<file path="config.mk">
export PLATFORM = sky130hd
export DESIGN_NAME = mc_ctrl_fsm
export DESIGN_NICKNAME = d
export VERILOG_FILES = /design/src/rtl/mc_ctrl_fsm.sv
export SDC_FILE = /design/constraint.sdc
export NUM_CORES = 1
export LEC_CHECK = 0
export BUFFER_PORTS_ARGS = -buffer_cell sky130_fd_sc_hd__buf_4
export CELL_PAD_IN_SITES_DETAIL_PLACEMENT = 0
export CELL_PAD_IN_SITES_GLOBAL_PLACEMENT = 2
export CORE_AREA = 2 2 116 62
export CTS_CLUSTER_SIZE = 20
export DETAILED_ROUTE_END_ITERATION = 16
export DIE_AREA = 0 0 118 64
export MAX_ROUTING_LAYER = met4
export PLACE_DENSITY = 0.81
export SLEW_MARGIN = 20
export SYNTH_ARGS = -nofsm -noshare
export SYNTH_HDL_FRONTEND = slang
export SYNTH_SLANG_ARGS = --single-unit
</file>
<file path="constraint.sdc">
create_clock -name clk -period 1.9 [get_ports clk]
set_clock_uncertainty 0.2 [all_clocks]
set_input_delay 0.095 -clock clk [delete_from_list [all_inputs] [get_ports clk]]
set_output_delay 0.095 -clock clk [all_outputs]
set_load 0.01 [all_outputs]
</file>
<file path="src/rtl/mc_ctrl_fsm.sv">
// Multi-cycle MIPS main controller: sequences the shared datapath per instruction.
// Optional performance counters are enabled by defining MC_PERF_CNT_EN.
module mc_ctrl_fsm #(
    parameter int         WAIT_LIMIT = 16,
    parameter logic [1:0] RA_SEL     = 2'd2
) (
    input  logic       clk,
    input  logic       reset,
    input  logic [5:0] op,
    input  logic [5:0] func,
    input  logic       zero,
    input  logic       mem_ready,
    output logic       pc_we,
    output logic       ir_we,
    output logic       iord,
    output logic       mem_re,
    output logic       mem_we,
    output logic       reg_we,
    output logic [1:0] reg_dst,
    output logic [1:0] wd_sel,
    output logic       alu_src_a,
    output logic [1:0] alu_src_b,
    output logic [2:0] alu_ctrl,
    output logic       ext_sign,
    output logic [1:0] pc_src,
    output logic [3:0] state,
    output logic       instr_done,
    output logic       illegal,
    output logic       mem_timeout
`ifdef MC_PERF_CNT_EN
    ,
    output logic [31:0] cyc_cnt,
    output logic [31:0] inst_cnt
`endif
);

    typedef enum logic [3:0] {
        FETCH  = 4'd0,
        DECODE = 4'd1,
        MEMADR = 4'd2,
        MEMRD  = 4'd3,
        MEMWB  = 4'd4,
        MEMWR  = 4'd5,
        EXEC   = 4'd6,
        ALUWB  = 4'd7,
        BRANCH = 4'd8,
        JUMP   = 4'd9,
        JR     = 4'd10
    } state_t;

    localparam logic [15:0] LIMIT = 16'(WAIT_LIMIT);

    state_t      cur;
    state_t      nxt;
    logic [15:0] wait_cnt;
    logic        waiting;

    logic is_rtype, is_addu, is_subu, is_jr;
    logic is_ori, is_lui, is_lw, is_sw, is_beq, is_j, is_jal;

    // The IR holds op/func stable from DECODE onward, so later states decode them directly.
    assign is_rtype = (op == 6'b000000);
    assign is_addu  = is_rtype && (func == 6'b100001);
    assign is_subu  = is_rtype && (func == 6'b100011);
    assign is_jr    = is_rtype && (func == 6'b001000);
    assign is_ori   = (op == 6'b001101);
    assign is_lui   = (op == 6'b001111);
    assign is_lw    = (op == 6'b100011);
    assign is_sw    = (op == 6'b101011);
    assign is_beq   = (op == 6'b000100);
    assign is_j     = (op == 6'b000010);
    assign is_jal   = (op == 6'b000011);

    assign waiting = ((cur == FETCH) || (cur == MEMRD) || (cur == MEMWR)) && !mem_ready;
    assign state   = reset ? 4'(cur) : 4'd0;

    always_ff @(posedge clk or negedge reset) begin
        if (!reset) begin
            cur         <= FETCH;
            wait_cnt    <= '0;
            mem_timeout <= 1'b0;
        end else begin
            cur <= nxt;
            if (waiting) begin
                if (wait_cnt != 16'hFFFF)
                    wait_cnt <= wait_cnt + 16'd1;
                if ((LIMIT != 16'd0) && (wait_cnt + 16'd1 == LIMIT))
                    mem_timeout <= 1'b1;
            end else begin
                wait_cnt <= '0;
            end
        end
    end

    // Outputs are Mealy on mem_ready/zero and forced to zero while reset is asserted.
    always_comb begin
        nxt        = cur;
        pc_we      = 1'b0;
        ir_we      = 1'b0;
        iord       = 1'b0;
        mem_re     = 1'b0;
        mem_we     = 1'b0;
        reg_we     = 1'b0;
        reg_dst    = 2'd0;
        wd_sel     = 2'd0;
        alu_src_a  = 1'b0;
        alu_src_b  = 2'd0;
        alu_ctrl   = 3'd0;
        ext_sign   = 1'b0;
        pc_src     = 2'd0;
        instr_done = 1'b0;
        illegal    = 1'b0;
        if (reset) begin
            case (cur)
                FETCH: begin
                    mem_re = 1'b1;
                    if (mem_ready) begin
                        ir_we     = 1'b1;
                        pc_we     = 1'b1;
                        alu_src_b = 2'd1;
                        nxt       = DECODE;
                    end
                end
                DECODE: begin
                    alu_src_b = 2'd3;
                    if (is_addu || is_subu || is_ori || is_lui) nxt = EXEC;
                    else if (is_lw || is_sw)                    nxt = MEMADR;
                    else if (is_beq)                            nxt = BRANCH;
                    else if (is_j || is_jal)                    nxt = JUMP;
                    else if (is_jr)                             nxt = JR;
                    else begin
                        illegal    = 1'b1;
                        instr_done = 1'b1;
                        nxt        = FETCH;
                    end
                end
                EXEC: begin
                    if (is_ori) begin
                        alu_src_b = 2'd2;
                        alu_ctrl  = 3'd2;
                    end else if (is_lui) begin
                        alu_src_b = 2'd2;
                        alu_ctrl  = 3'd3;
                    end else begin
                        alu_src_a = 1'b1;
                        alu_ctrl  = is_subu ? 3'd1 : 3'd0;
                    end
                    nxt = ALUWB;
                end
                ALUWB: begin
                    reg_we     = 1'b1;
                    reg_dst    = is_rtype ? 2'd1 : 2'd0;
                    instr_done = 1'b1;
                    nxt        = FETCH;
                end
                MEMADR: begin
                    alu_src_a = 1'b1;
                    alu_src_b = 2'd2;
                    ext_sign  = 1'b1;
                    nxt       = is_sw ? MEMWR : MEMRD;
                end
                MEMRD: begin
                    mem_re = 1'b1;
                    iord   = 1'b1;
                    if (mem_ready) nxt = MEMWB;
                end
                MEMWB: begin
                    reg_we     = 1'b1;
                    wd_sel     = 2'd1;
                    instr_done = 1'b1;
                    nxt        = FETCH;
                end
                MEMWR: begin
                    mem_we = 1'b1;
                    iord   = 1'b1;
                    if (mem_ready) begin
                        instr_done = 1'b1;
                        nxt        = FETCH;
                    end
                end
                BRANCH: begin
                    alu_src_a  = 1'b1;
                    alu_ctrl   = 3'd1;
                    pc_src     = 2'd1;
                    pc_we      = zero;
                    instr_done = 1'b1;
                    nxt        = FETCH;
                end
                JUMP: begin
                    pc_src     = 2'd2;
                    pc_we      = 1'b1;
                    instr_done = 1'b1;
                    if (is_jal) begin
                        reg_we  = 1'b1;
                        reg_dst = RA_SEL;
                        wd_sel  = 2'd2;
                    end
                    nxt = FETCH;
                end
                JR: begin
                    pc_src     = 2'd3;
                    pc_we      = 1'b1;
                    instr_done = 1'b1;
                    nxt        = FETCH;
                end
                default: nxt = FETCH;
            endcase
        end
    end

`ifdef MC_PERF_CNT_EN
    always_ff @(posedge clk or negedge reset) begin
        if (!reset) begin
            cyc_cnt  <= '0;
            inst_cnt <= '0;
        end else begin
            cyc_cnt <= cyc_cnt + 32'd1;
            if (instr_done)
                inst_cnt <= inst_cnt + 32'd1;
        end
    end
`endif

endmodule

</file>
==> impl_metrics.csv <==
group,metric,value,unit
global_route,grt_overflow,0,
pwr,power.density,859,mW/mm²
timing,tightest_slew,0.551,ns
worst_setup_path,path_cells,"buf_4 -> inv_2 -> nor2_1 -> o21ai_0 -> a31o_2 -> buf_4",
worst_hold_path,worstHoldPathType,"input pin to async pin",
cells_and_area,drive_gt1_share,41.6,%
worst_setup_path,critPathMostFrequentCell,"buf_4",
yosys,syn_nets,235,
placed_design,gp_congestion,0.860,
timing,rsz0062_at_grt,"true",
yosys,syn_avg_cell_area,7.85,µm²
worst_setup_path,crit_path_start,"cur[1]",
timing,holdWs,-0.0334,ns
pwr,p_leak,1.22,nW
worst_setup_path,crit_required,1.60,ns
routing,ant_nets,0,
cells_and_area,finalNetCount,315,
placed_design,pre_cts_ws,-0.0246,ns
yosys,seq_area_frac_synth,30.8,%
worst_setup_path,reg2reg_depth,8,
yosys,synth_edf_count,0,
yosys,syn-instance-count,217,
worst_setup_path,crit_slowest_cell,"dfrtp_1",
timing,final_hold_viol_count,21,
yosys,ys_seq_elements,21,
floorplanning,initial_core_util,26.3,%
worst_setup_path,cp.arrival,1.64,ns
clock_tree,cts_buffers,3,
floorplanning,die_area,0.00755,mm²
cells_and_area,n_antenna_cell,0,
worst_setup_path,startpoint_type,"register",
worst_setup_path,cp.depth,6,
routing,drtPass1Iterations,6,
routing,vias_per_cell,4.87,
pwr,peakVddDrop,371,µV
yosys,yosys_warnings,0,
placed_design,dp_hpwl,4.38,mm
clock_tree,cts_htree_levels,1,
clock_tree,cts_tree,"built",
clock_tree,clock_sinks,21,
yosys,async_flop_share,100,%
worst_setup_path,r2r-end,"mem_timeout",
floorplanning,die_x,118,µm
routing,avgRoutedWirePerCell,14.4,µm
global_route,grt_pass1_vias,1747,
worst_setup_path,path_class,"register to output port",
status,status,"complete, but fails checks",
floorplanning,die_h,64,µm
worst_setup_path,worst-path-buf-inv,3,
placed_design,port_buffers,40,
yosys,synthTopCellsByArea,"dfrtp_1 31%, nor2_1 5.9%, a21oi_1 5.9%",
global_route,grt_pass1_wl,9.16,mm
clock_tree,cts_root_buf,"clkbuf_16",
timing,slew_violations,0,
yosys,syn_area,0.00170,mm²
yosys,yosysTopAreaCell,"dfrtp_1",
timing,fin_crit_sh,102,%
global_route,grt_start_max_net_pins,22,
worst_setup_path,max_stage_delay,0.46,ns
yosys,netlist.area_leader.share,30.8,%
clock_tree,worstSkewPairLatency,0.25,ns
routing,drt-initial-drc-count,178,
worst_setup_path,r2r_slack,0,ns
worst_setup_path,critPathCapture,"instr_done",
floorplanning,io_pins,42,
worst_setup_path,crit_family,"flip-flops",
yosys,ys.flop_type,"dfrtp_1",
timing,timing.final.ws_setup,-0.0330,ns
routing,drc,0,
timing,slew_headroom,63.3,%
global_route,antenna_found_initial,0,
yosys,ys_types,49,
routing,vias,1889,
worst_setup_path,cp-end-kind,"output port",
cells_and_area,area_growth_syn_to_layout,54.5,%
routing,routed_wl,5.60,mm
worst_setup_path,r2r_start,"wait_cnt[0]",
clock_tree,clockBufferDepth,2,
worst_setup_path,cp_max_fo,8,
status,violations,"hold timing, setup timing",
floorplanning,row_count,21,
flow_run,cap_violations,0,
clock_tree,path_clk_slew,0.06,ns
floorplanning,core,0.00649,mm²
timing,max_freq,0.517,GHz
timing,setup_viol,2,
timing,period_minus_slack,1.93,ns
global_route,grtUsageTotal,15.5,%
-- cells in the mapped netlist (4+ instances only) --
library cell  instances
clkbuf_1             10
nor2_1               27
nand4_1               6
nand3_1               4
dfrtp_1              21
xnor2_1               7
nor4_1                4
xor2_1                7
inv_1                 4
and2_1                5
a31o_2                4
o21ai_0               9
a21oi_1              20
nor3_1               11
nand2_1              24
-- sequential cells by signal, summed over array words and instances, names as in the netlist --
| register | flops |
|---|---|
| cur | 4 |
| mem_timeout | 1 |
| wait_cnt | 16 |
-- layer usage --
metal / vias to the layer above / part of all wire [%] / global-route usage, %
met5: - / 0 / -
met4: 0 / 0 / 1.36
met3: 0 / 7.5 / 2.86
met2: 58 / 34 / 17.7
met1: 892 / 58 / 26.7
li1: 939 / - / -
-- kinds of logic (layout without fill, tap and decap cells) --
kind of cell / after synthesis / in the layout / synth area share, %
mux: 2 / 2 / 1.17
flops: 21 / 21 / 30.8
other cells: 1 / 1 / 0.220
compound gates: 50 / 50 / 19.2
buf+inv: 18 / 97 / 4.48
simple gates: 109 / 109 / 35.4
xor+xnor: 14 / 14 / 7.20
fa+ha+maj: 2 / 2 / 1.47
-- layout make-up --
class | instances | area (µm²)
Inverter | 5 | 18.8
Multi-Input combinational cell | 178 | 1210
Clock buffer | 4 | 78.8
Tap cell | 92 | 115
Timing Repair Buffer | 88 | 681
Sequential cell | 21 | 528
Fill cell | 649 | 3860
-- worst reg2reg max path, delay by kind of cell, from the launching register on --
family                   cells  cell delay (ns)
flip-flops                   1             0.41
buffers and inverters        2             0.34
AND/OR/NAND/NOR              3             0.40
AO/OA/AOI/OAI                2             0.32
adder cells (fa/ha/maj)      1             0.18
-- worst min path at each step --
stage | startpoint | endpoint | slack, ns | cells after the start
after floorplan | reset | cur[0] | -0.40 | 0
after global placement | reset | wait_cnt[2] | -0.01 | 2
after detailed placement | reset | cur[1] | -0.005 | 2
after CTS | reset | cur[3] | 0.07 | 3
after global routing | reset | wait_cnt[6] | 0.04 | 3
final | reset | wait_cnt[5] | -0.03 | 3
-- power by group --
| group | switching [mW] | total [mW] | internal [mW] |
|---|---|---|---|
| combinational | 0.679 | 1.24 | 0.564 |
| clock | 0.162 | 0.448 | 0.286 |
| sequential | 0.0754 | 0.571 | 0.496 |
-- what timing repair did --
action	4_1_cts	5_1_grt
endpoints found under the setup margin	4	27
setup buffers	0	5
hold buffers	2	0
resized for setup	7	20
hold endpoints to repair	22	0
pin swaps	0	4
-- layout by cell type (no fill, tap or decap), drive strengths merged, types with 5 or more instances in the layout --
cell,instances
nand2,24
nor2,27
o21ai,9
clkbuf,5
xor2,7
nor3,11
dfrtp,21
nand3,5
buf,86
inv,5
xnor2,7
nand4,7
nor4,6
and2,5
a21oi,20
a31o,5
-- metrics by stage --
stage	TNS (ns)	instance area (µm²)	utilization [%]	power (mW)	std cells
finish	-0.0355	2630	40.6	2.26	388
global route	-0.479	2630	40.6	2.42	388
floorplan	0	1730	-	1.16	217
global placement	-0.0440	2400	37.0	1.72	377
CTS	-0.00485	2510	38.8	2.20	383
detailed placement	-0.0265	2400	37.0	1.71	377
No activity file was read; power rests on OpenSTA's default activity.
